`config.mk`:
```
export PLATFORM = sky130hd
export DESIGN_NAME = scan_chain_n
export DESIGN_NICKNAME = d
export VERILOG_FILES = /design/src/rtl/scan_pkg.sv /design/src/rtl/scan_cell.sv /design/src/rtl/scan_chain_n.sv
export SDC_FILE = /design/constraint.sdc
export NUM_CORES = 1
export LEC_CHECK = 0
export BUFFER_PORTS_ARGS = -buffer_cell sky130_fd_sc_hd__buf_4
export CORE_ASPECT_RATIO = 1.2
export CORE_MARGIN = 2
export CORE_UTILIZATION = 47
export DETAILED_ROUTE_END_ITERATION = 8
export PLACE_DENSITY = 0.77
export SETUP_SLACK_MARGIN = 0.5
export SYNTH_ARGS = -nofsm -noshare
export SYNTH_HDL_FRONTEND = slang
export SYNTH_SLANG_ARGS = --single-unit
```
`constraint.sdc`:
```
create_clock -name rclk -period 1.3 [get_ports rclk]
set_input_delay 0.13 -clock rclk [delete_from_list [all_inputs] [get_ports rclk]]
set_output_delay 0.13 -clock rclk [all_outputs]
set_load 0.1 [all_outputs]
```
`src/rtl/scan_pkg.sv`:
```
// scan_pkg: shared scan-mode constants and shift-counter width helper
package scan_pkg;
  localparam logic SCAN_SHIFT   = 1'b1;
  localparam logic SCAN_CAPTURE = 1'b0;
  function automatic int scan_cw(input int len);
    return $clog2(len);
  endfunction
endpackage

```
`src/rtl/scan_cell.sv`:
```
// scan_cell: single mux-D scan flop with asynchronous active-high reset
module scan_cell
  import scan_pkg::*;
(
  input  logic rclk,
  input  logic rreset,
  input  logic rSE,
  input  logic rSD,
  input  logic rD,
  output logic Q
);
  // shift takes the serial input, capture takes functional data
  always_ff @(posedge rclk or posedge rreset)
    if (rreset) Q <= 1'b0;
    else Q <= (rSE == SCAN_SHIFT) ? rSD : rD;
endmodule

```
`src/rtl/scan_chain_n.sv`:
```
// scan_chain_n: CHAINS parallel scan chains of LENGTH cells with shadow register and unload counter
module scan_chain_n
  import scan_pkg::*;
#(
  parameter int LENGTH = 8,
  parameter int CHAINS = 1
) (
  input  logic                     rclk,
  input  logic                     rreset,
  input  logic                     rSE,
  input  logic [CHAINS-1:0]        rSD,
  input  logic [CHAINS*LENGTH-1:0] rD,
  input  logic                     rUPD,
  output logic [CHAINS*LENGTH-1:0] Q,
  output logic [CHAINS-1:0]        SO,
  output logic [CHAINS*LENGTH-1:0] QU,
  output logic                     done
);
  localparam int CW = scan_cw(LENGTH);
  localparam logic [CW-1:0] LAST = CW'(LENGTH - 1);
  logic [CW-1:0] cnt_q, cnt_d;
  logic [CHAINS*LENGTH-1:0] qu_q, qu_d;
  logic done_q, done_d;
  for (genvar c = 0; c < CHAINS; c++) begin : g_chain
    for (genvar i = 0; i < LENGTH; i++) begin : g_cell
      logic sd;
      if (i == 0) begin : g_head
        assign sd = rSD[c];
      end else begin : g_body
        assign sd = Q[c*LENGTH+i-1];
      end
      scan_cell u_cell (
        .rclk  (rclk),
        .rreset(rreset),
        .rSE   (rSE),
        .rSD   (sd),
        .rD    (rD[c*LENGTH+i]),
        .Q     (Q[c*LENGTH+i])
      );
    end
    assign SO[c] = Q[c*LENGTH+LENGTH-1];
  end
  // counter wraps on the LENGTH-th consecutive shift; any capture restarts it
  always_comb begin
    done_d = (rSE == SCAN_SHIFT) && (cnt_q == LAST);
    cnt_d  = (rSE == SCAN_CAPTURE || done_d) ? '0 : cnt_q + CW'(1);
    qu_d   = (rUPD && rSE == SCAN_CAPTURE) ? Q : qu_q;
  end
  // shadow register, counter and done pulse state
  always_ff @(posedge rclk or posedge rreset)
    if (rreset) begin
      cnt_q  <= '0;
      qu_q   <= '0;
      done_q <= 1'b0;
    end else begin
      cnt_q  <= cnt_d;
      qu_q   <= qu_d;
      done_q <= done_d;
    end
  assign QU   = qu_q;
  assign done = done_q;
endmodule

```
==> qor.csv, run 1 <==
metric,value,unit
critPathLaunchType,flop,
place_congestion,0.667,
crit_fanout,3,
seq_area,533,um2
cts_buffers,3,
power_leakage,0.741,nW
worstHoldPathCells,2,
worstReg2RegEnd,cnt_q[2]$_DFF_PP0_,
setup_tns,0,ns
holdWs,0.0393,ns
drtAntennaViolNets,0,
power.density,1640,mW/mm2
post_dp_cell_area,0.00109,mm2
antenna_cells,0,
multi_input_area,329,um2
clock_sinks,20,
timing_hold_violations_final,0,
crit_path_end_kind,output port,
cts_tree,done,
maxCapViolCount,0,
worstPathCellList,buf_6,
num_vias,547,
drive_gt1_frac,0.849,
start_util,0.512,
fin_util,0.902,
ys_ff_latch,20,
grt_use_met3,0.0389,
num_io_pins,31,
worst_slew_pin_slew,0.258,ns
grt_pass1_wl,3170,um
fin_worst_skew,0.00610,ns
yosys.area.top_type,dfrtp_1,
criticalPathCategory,flop to output port,
grt_antenna_before_repair,0,
busiest_layer,met2,
fin_area,0.00152,mm2
synth_top_area_share,0.581,
fp-row-count,16,
hold_path_class,input port to flop,
die_y,50.9,um
die_w,43.1,um
synth_cells,54,
clock_path_buffers,2,
ir_worst_vdd,1420,uV
synth_nets,69,
period_share,0.897,
hold_start,rD[2],
first_pass_iters,2,
drv_slew,0,
rsz0062_at_grt,yes,
mostFrequentLayoutCells,"15 x mux2_4, 15 x buf_4, 14 x buf_12, 14 x buf_6, 10 x dfrtp_1",
rrSetupSlack,0.22,ns
clk_pin_slew,0.12,ns
area_growth,76.2,%
layout.nets,109,
outcome,completed,
gr-usage-met1,0.207,
drc,0,
grt_use_met2,0.391,
grt_pass1_vias,646,
relSlewSlack,0.828,
avgSynthCellArea,15.9,um2
synth.area.top_cells,"dfrtp_1 58%, mux2_4 14%, mux2_2 10%",
r2r_cells,3,
clock_latency,0.31,ns
core_area,0.00168,mm2
htreeDepth,1,
ys_seq_area_frac,0.581,
min_period,1.17,ns
wl,2230,um
cts_root_buffer,clkbuf_4,
wire_per_inst,20.1,um
grt_overflow,0,
avgViaCountPerCell,4.93,
r2r-start,cnt_q[0]$_DFF_PP0_,
n_fill_cell,63,
yosysWarnings,0,
dr.first_iter.drc_count,9,
synth_cell_types,12,
required,1.17,ns
syn_area,861,um2
gr-usage-all-layers,0.206,
cp_num_buf_inv,1,
grt_max_degree,21,
hold_end,g_chain[0].g_cell[2].u_cell.Q$_DFF_PP0_,
crit_path_max_incr_delay,0.52,ns
setup_viol,0,
max_freq,0.858,GHz
crit_family,flip-flops,
die_area,0.00219,mm2
portBuffers,30,
arrival,1.04,ns
cp_slowest_cell,dfrtp_4,
==> final cells by class <==
class / instances / area share
Multi-Input combinational cell: 23 / 0.217
Inverter: 1 / 0.00248
Tap cell: 18 / 0.0149
Timing Repair Buffer: 45 / 0.380
Clock inverter: 1 / 0.0198
Clock buffer: 3 / 0.0149
Sequential cell: 20 / 0.351
==> metrics by stage <==
step / worst slack [ns] / cells / power [mW]
floorplan: 0.265 / 54 / 1.52
global placement: 0.286 / 93 / 1.65
detailed placement: 0.256 / 93 / 1.66
CTS: 0.154 / 105 / 2.41
global route: 0.101 / 111 / 2.56
finish: 0.135 / 111 / 2.49
==> how the worst max path moves through the flow <==
| stage | endpoint | from | slack [ns] | cells past startpoint |
|---|---|---|---|---|
| floorplan | QU[7]$_DFFE_PP0P_ | g_chain[0].g_cell[7].u_cell.Q$_DFF_PP0_ | 0.26 | 1 |
| global placement | cnt_q[2]$_DFF_PP0_ | cnt_q[0]$_DFF_PP0_ | 0.29 | 3 |
| global route | Q[7] | g_chain[0].g_cell[7].u_cell.Q$_DFF_PP0_ | 0.10 | 1 |
| detailed placement | cnt_q[2]$_DFF_PP0_ | cnt_q[0]$_DFF_PP0_ | 0.26 | 3 |
| CTS | Q[7] | g_chain[0].g_cell[7].u_cell.Q$_DFF_PP0_ | 0.15 | 1 |
| finish | Q[7] | g_chain[0].g_cell[7].u_cell.Q$_DFF_PP0_ | 0.13 | 1 |
==> registers in the layout, summed over array words and instances, names as in the netlist <==
| register | count |
|---|---|
| done | 1 |
| cnt_q | 3 |
| QU | 8 |
| g_chain.g_cell.u_cell.Q | 8 |
==> synthesized netlist by cell type, drive strengths merged <==
master / number
dfrtp: 20
mux2: 16
buf: 10
and3b: 2
ha: 2
and2: 1
inv: 1
nand2b: 1
nor3b: 1
==> where the power goes <==
part	leakage [nW]	internal [mW]	switching [mW]
Clock	0.0279	0.312	0.209
Sequential	0.230	0.731	0.0921
Combinational	0.483	0.464	0.682
Total	0.741	1.51	0.983
==> per-layer routing <==
| layer | part of all wire | wire length, um | up-vias |
|---|---|---|---|
| met5 | 0 | 0 | - |
| met2 | 0.53 | 1190 | 21 |
| met1 | 0.40 | 887 | 273 |
| met4 | 0.027 | 59 | 0 |
| met3 | 0.042 | 94 | 4 |
| li1 | - | - | 249 |
==> logic make-up after synthesis <==
kind of cell	share of synthesized area
buf+inv	0.0930
simple gates	0.0523
fa+ha+maj	0.0291
flops	0.581
mux	0.244
==> timing repair <==
action / CTS / global route
endpoints found under the hold margin: 20 / 0
hold buffers: 1 / 0
endpoints found under the setup margin: 30 / 37
resized for setup: 54 / 12
setup buffers: 7 / 6
Note: power is estimated with default switching activity, not from simulation.
==> inputs of run 2 (changes only) <==
Settings changed: ABC_CLOCK_PERIOD_IN_PS from default to 900, CORE_UTILIZATION 47 to 42, PLACE_DENSITY 0.77 to 0.73.
Clock period 1.3 ns to 0.9 ns, I/O delays scaled along.
==> run 2 against run 1 <==
Compared with the run above: largest cell class unchanged; hold slack lost 0.27 ns; the flow now finishes with violations (negative hold slack, negative setup slack); critical path type unchanged; clock skew decreased by 0.0015 ns; first-iteration DRC count fell by 89%; clock power increased by 3%.
==> qor.csv, run 2 (synthesis gave the netlist of run 1 again) <==
metric,value,unit,change
outcome,"finished, violations left",,was completed
violations,"negative hold slack, negative setup slack",,
rsz0062_at_grt,yes,,unchanged
power.density,2210,mW/mm2,was 1640 mW/mm2
wire_per_inst,16.9,um,was 20.1 um
die_w,45.3,um,was 43.1 um
core_area,0.00189,mm2,was 0.00168 mm2
period_share,1.23,,
drive_gt1_frac,0.867,,was 0.849
die_y,53.6,um,was 50.9 um
drtAntennaViolNets,0,,unchanged
min_period,1.11,ns,
hold_path_class,input port to async pin,,was input port to flop
gr-usage-met1,0.213,,was 0.207
fin_util,0.818,,was 0.902
clock_latency,0.30,ns,was 0.31 ns
layout.nets,106,,was 109
power_leakage,0.745,nW,was 0.741 nW
die_area,0.00243,mm2,was 0.00219 mm2
area_growth,79.8,%,was 76.2%
clk_pin_slew,0.12,ns,about the same
clock_sinks,20,,unchanged
antenna_cells,0,,unchanged
required,0.81,ns,was 1.17 ns
grt_use_met3,0.0470,,was 0.0389
criticalPathCategory,flop to output port,,unchanged
dp_hpwl,987,um,
holdWs,-0.231,ns,was 0.0393 ns
clock_path_buffers,2,,unchanged
grt_overflow,0,,unchanged
final_common_cell,buf_12,,
max_freq,0.903,GHz,
crit_path_max_incr_delay,0.52,ns,about the same
num_io_pins,31,,unchanged
gr-usage-all-layers,0.177,,was 0.206
n_fill_cell,98,,was 63
drc,0,,unchanged
worst_slew_pin_slew,0.422,ns,was 0.258 ns
p_total,3.42,mW,was 2.49 mW
critPathLaunchType,flop,,unchanged
worstPathCellList,buf_8,,was buf_6
grt_antenna_before_repair,0,,unchanged
first_pass_iters,2,,unchanged
timing_hold_violations_final,20,,was 0
num_vias,540,,was 547
busiest_layer,met2,,unchanged
start_util,0.455,,was 0.512
grt_max_degree,21,,unchanged
ir_worst_vdd,1520,uV,was 1420 uV
wl,1840,um,was 2230 um
drv_slew,0,,unchanged
cts_buffers,3,,unchanged
htreeDepth,1,,unchanged
crit_fanout,3,,unchanged
arrival,1.02,ns,was 1.04 ns
fin_worst_skew,0.00458,ns,was 0.00610 ns
mostFrequentLayoutCells,"17 x buf_12, 16 x mux2_4, 12 x buf_4, 10 x dfrtp_4, 10 x dfrtp_1",,"was 15 x mux2_4, 15 x buf_4, 14 x buf_12, 14 x buf_6, 10 x dfrtp_1"
relSlewSlack,0.718,,was 0.828
setup_viol,36,,was 0
dp_slack,-0.130,ns,was 0.256 ns
grt_pass1_vias,571,,was 646
portBuffers,30,,unchanged
cts_root_buffer,clkbuf_4,,unchanged
fp-row-count,17,,was 16
cts_tree,done,,unchanged
cp_num_buf_inv,1,,unchanged
grt_use_met2,0.298,,was 0.391
place_congestion,0.713,,was 0.667
crit_family,flip-flops,,unchanged
maxCapViolCount,0,,unchanged
dr.first_iter.drc_count,1,,was 9
avgViaCountPerCell,4.95,,was 4.93
grt_pass1_wl,2890,um,was 3170 um
layout_setup_ws,-0.207,ns,was 0.135 ns
cp_slowest_cell,dfrtp_4,,unchanged
crit_path_end_kind,output port,,unchanged
-- run 2: changes by cell type in the layout (fill, tap and decap cells not counted), moves of 2 or more --
| cell | delta |
|---|---|
| dfrtp_2 | -2 |
| dfrtp_4 | +2 |
| buf_6 | -5 |
| buf_12 | +3 |
| buf_4 | -3 |
| buf_8 | +2 |
-- run 2: power breakdown --
group          switching (mW)  internal [mW]
clock network           0.289          0.247
logic                   0.974          0.713
registers               0.141           1.06
total                    1.40           2.02
-- run 2: repair_timing --
action	CTS	global route
gates cloned	1	0
setup endpoints to repair	38	37
gates resized for setup	63	4
buffers inserted	8	1
pin swaps	0	0
endpoints found under the hold margin	21	26
-- run 2: final cells by class --
class,instances,area (um2),share of cell area
sequential,20,538,0.348
timing repair buffer,42,609,0.394
clock buffer,4,36.3,0.0234
multi-input combinational,23,333,0.215
inverter,1,7.51,0.00485
tap,19,23.8,0.0154
-- run 2: final timing paths --
check / from / to / slack (ns) / cells past startpoint
max in group asynchronous: rreset / QU[2]$_DFFE_PP0P_ / 0.83 / 2
worst min-delay path: rreset / cnt_q[0]$_DFF_PP0_ / -0.23 / 2
worst max register to register: cnt_q[0]$_DFF_PP0_ / cnt_q[2]$_DFF_PP0_ / -0.14 / 3
worst min register to register: cnt_q[0]$_DFF_PP0_ / cnt_q[0]$_DFF_PP0_ / 0.53 / 2
worst max-delay path: g_chain[0].g_cell[7].u_cell.Q$_DFF_PP0_ / SO / -0.21 / 1
min in group rclk: rD[6] / g_chain[0].g_cell[6].u_cell.Q$_DFF_PP0_ / 0 / 2
-- run 2: layer usage --
| layer | part of all wire | up-vias |
|---|---|---|
| met3 | 0.044 | 2 |
| met5 | 0 | - |
| li1 | - | 244 |
| met4 | 0.0092 | 0 |
| met1 | 0.40 | 275 |
| met2 | 0.55 | 19 |
-- run 2: per-stage QoR --
stage / std cells / instance area, um2 / hold slack, ns / setup TNS, ns
floorplan: 54 / 1060 / -0.0573 / -1.25
global placement: 95 / 1140 / 0.119 / -0.206
detailed placement: 95 / 1140 / 0.121 / -0.320
CTS: 108 / 1530 / -0.218 / -3.67
global route: 109 / 1550 / -0.201 / -4.69
finish: 109 / 1550 / -0.231 / -3.77
==> inputs of run 3 (changes only) <==
Settings changed: RECOVER_POWER from default to 50.
==> run 3 against run 2 <==
Compared with the run above: the flow still finishes with violations (negative hold slack, negative setup slack); highest routed layer unchanged; global-route usage unchanged; clock skew stayed put; sequential share of layout area increased by 0.056 points; worst setup slack unchanged; critical endpoint unchanged; core utilization is 0.13 points lower; fmax unchanged.
==> qor.csv, run 3 (synthesis gave the netlist of run 1 again) <==
metric,value,unit,change
outcome,"finished, violations left",,unchanged
violations,"negative hold slack, negative setup slack",,unchanged
grt_use_met3,0.0470,,unchanged
cts_buffers,3,,unchanged
worst_slew_pin_slew,0.853,ns,was 0.422 ns
sw_frac_of_total,0.410,,about the same
arrival,1.02,ns,about the same
combPwrFrac,0.492,,was 0.493
fp-row-count,17,,unchanged
drc,0,,unchanged
grt_overflow,0,,unchanged
p_int,2.02,mW,about the same
layout_setup_ws,-0.207,ns,unchanged
power_leakage,0.745,nW,about the same
num_vias,540,,unchanged
mostFrequentLayoutCells,"17 x buf_12, 16 x mux2_4, 11 x buf_4, 10 x dfrtp_4, 10 x dfrtp_1",,"was 17 x buf_12, 16 x mux2_4, 12 x buf_4, 10 x dfrtp_4, 10 x dfrtp_1"
wl,1840,um,about the same
setup_viol,36,,unchanged
crit_cells,1,,unchanged
cts_tree,done,,unchanged
power.density,2220,mW/mm2,was 2210 mW/mm2
min_period,1.11,ns,unchanged
die_area,0.00243,mm2,unchanged
clock_sinks,20,,unchanged
cp_slowest_cell,dfrtp_4,,unchanged
holdWs,-0.105,ns,was -0.231 ns
num_io_pins,31,,unchanged
place_congestion,0.713,,unchanged
area_growth,79.5,%,was 79.8%
clkPwrFrac,0.157,,about the same
power_frac_seq,0.351,,about the same
dp_hpwl,987,um,unchanged
grt_use_met2,0.298,,unchanged
rsz0062_at_grt,yes,,unchanged
core_area,0.00189,mm2,unchanged
layout.nets,106,,unchanged
gr-usage-all-layers,0.177,,unchanged
gr-usage-met1,0.213,,unchanged
busiest_layer,met2,,unchanged
crit_family,flip-flops,,unchanged
clock_latency,0.30,ns,about the same
grt_pass1_vias,571,,unchanged
timing_hold_violations_final,20,,unchanged
start_util,0.455,,unchanged
clk_pin_slew,0.12,ns,about the same
wire_per_inst,16.9,um,about the same
dr.first_iter.drc_count,1,,unchanged
ir_worst_vdd,1520,uV,unchanged
drive_gt1_frac,0.867,,unchanged
clock_path_buffers,2,,unchanged
fin_area,0.00155,mm2,about the same
avgViaCountPerCell,4.95,,unchanged
grt_max_degree,21,,unchanged
relSlewSlack,0.428,,was 0.718
critPathLaunchType,flop,,unchanged
cp_num_buf_inv,1,,unchanged
grt_pass1_wl,2890,um,unchanged
drv_slew,0,,unchanged
required,0.81,ns,about the same
hold_path_class,input port to async pin,,unchanged
drtAntennaViolNets,0,,unchanged
fin_worst_skew,0.00458,ns,unchanged
rrSetupSlack,-0.14,ns,about the same
crit_path_end_kind,output port,,unchanged
first_pass_iters,2,,unchanged
period_share,1.23,,unchanged
crit_fanout,3,,unchanged
grt_antenna_before_repair,0,,unchanged
post_dp_cell_area,0.00114,mm2,unchanged
final_common_cell,buf_12,,unchanged
die_w,45.3,um,unchanged
antenna_cells,0,,unchanged
switching_power,1.40,mW,about the same
crit_path_max_incr_delay,0.52,ns,about the same
maxCapViolCount,0,,unchanged
p_total,3.42,mW,about the same
max_freq,0.903,GHz,unchanged
worstPathCellList,buf_8,,unchanged
portBuffers,30,,unchanged
cts_root_buffer,clkbuf_4,,unchanged
die_y,53.6,um,unchanged
r2r_cells,3,,unchanged
htreeDepth,1,,unchanged
criticalPathCategory,flop to output port,,unchanged
run 3: path summary, 6_finish.rpt:
check,from,endpoint
min,rreset,cnt_q[0]$_DFF_PP0_
max in group asynchronous,rreset,QU[2]$_DFFE_PP0P_
max reg2reg,cnt_q[0]$_DFF_PP0_,cnt_q[2]$_DFF_PP0_
min reg2reg,cnt_q[0]$_DFF_PP0_,cnt_q[0]$_DFF_PP0_
max,g_chain[0].g_cell[7].u_cell.Q$_DFF_PP0_,SO
min in group rclk,rD[6],g_chain[0].g_cell[6].u_cell.Q$_DFF_PP0_
run 3: power by group through the flow:
stage,Combinational [mW],Clock (mW),Sequential [mW]
detailed placement,1.28,0,1.15
floorplan,0.615,0,1.71
global placement,1.27,0,1.15
CTS,1.65,0.542,1.19
global route,1.74,0.575,1.21
finish,1.69,0.536,1.20
run 3: area by class of cell:
type,instances,area (um2)
Fill cell,98,348
Multi-Input combinational cell,23,333
Timing Repair Buffer,42,609
Sequential cell,20,538
Tap cell,19,23.8
Inverter,1,5.00
Clock buffer,4,36.3
run 3: metrics by stage:
step | util | setup WS (ns) | TNS, ns | instances | hold WS [ns]
3_3_place_gp | 0.602 | -0.0989 | -0.206 | 95 | 0.119
2_1_floorplan | - | -0.134 | -1.25 | 54 | -0.0573
3_5_place_dp | 0.602 | -0.130 | -0.320 | 95 | 0.121
4_1_cts | 0.806 | -0.201 | -3.67 | 108 | -0.218
6_report | 0.816 | -0.207 | -3.77 | 109 | -0.105
5_1_grt | 0.816 | -0.233 | -4.69 | 109 | -0.0343
run 3: repair_timing:
item	in CTS	in global routing
endpoints found under the setup margin	38	37
buffers inserted	8	1
endpoints found under the hold margin	21	26
pin swaps	0	0
resized for setup	63	4
cloned	1	0
run 3: per-layer routing:
layer | up-vias | wire [um]
li1 | 244 | -
met1 | 275 | 738
met2 | 19 | 1000
met3 | 2 | 82
met4 | 0 | 17
met5 | - | 0
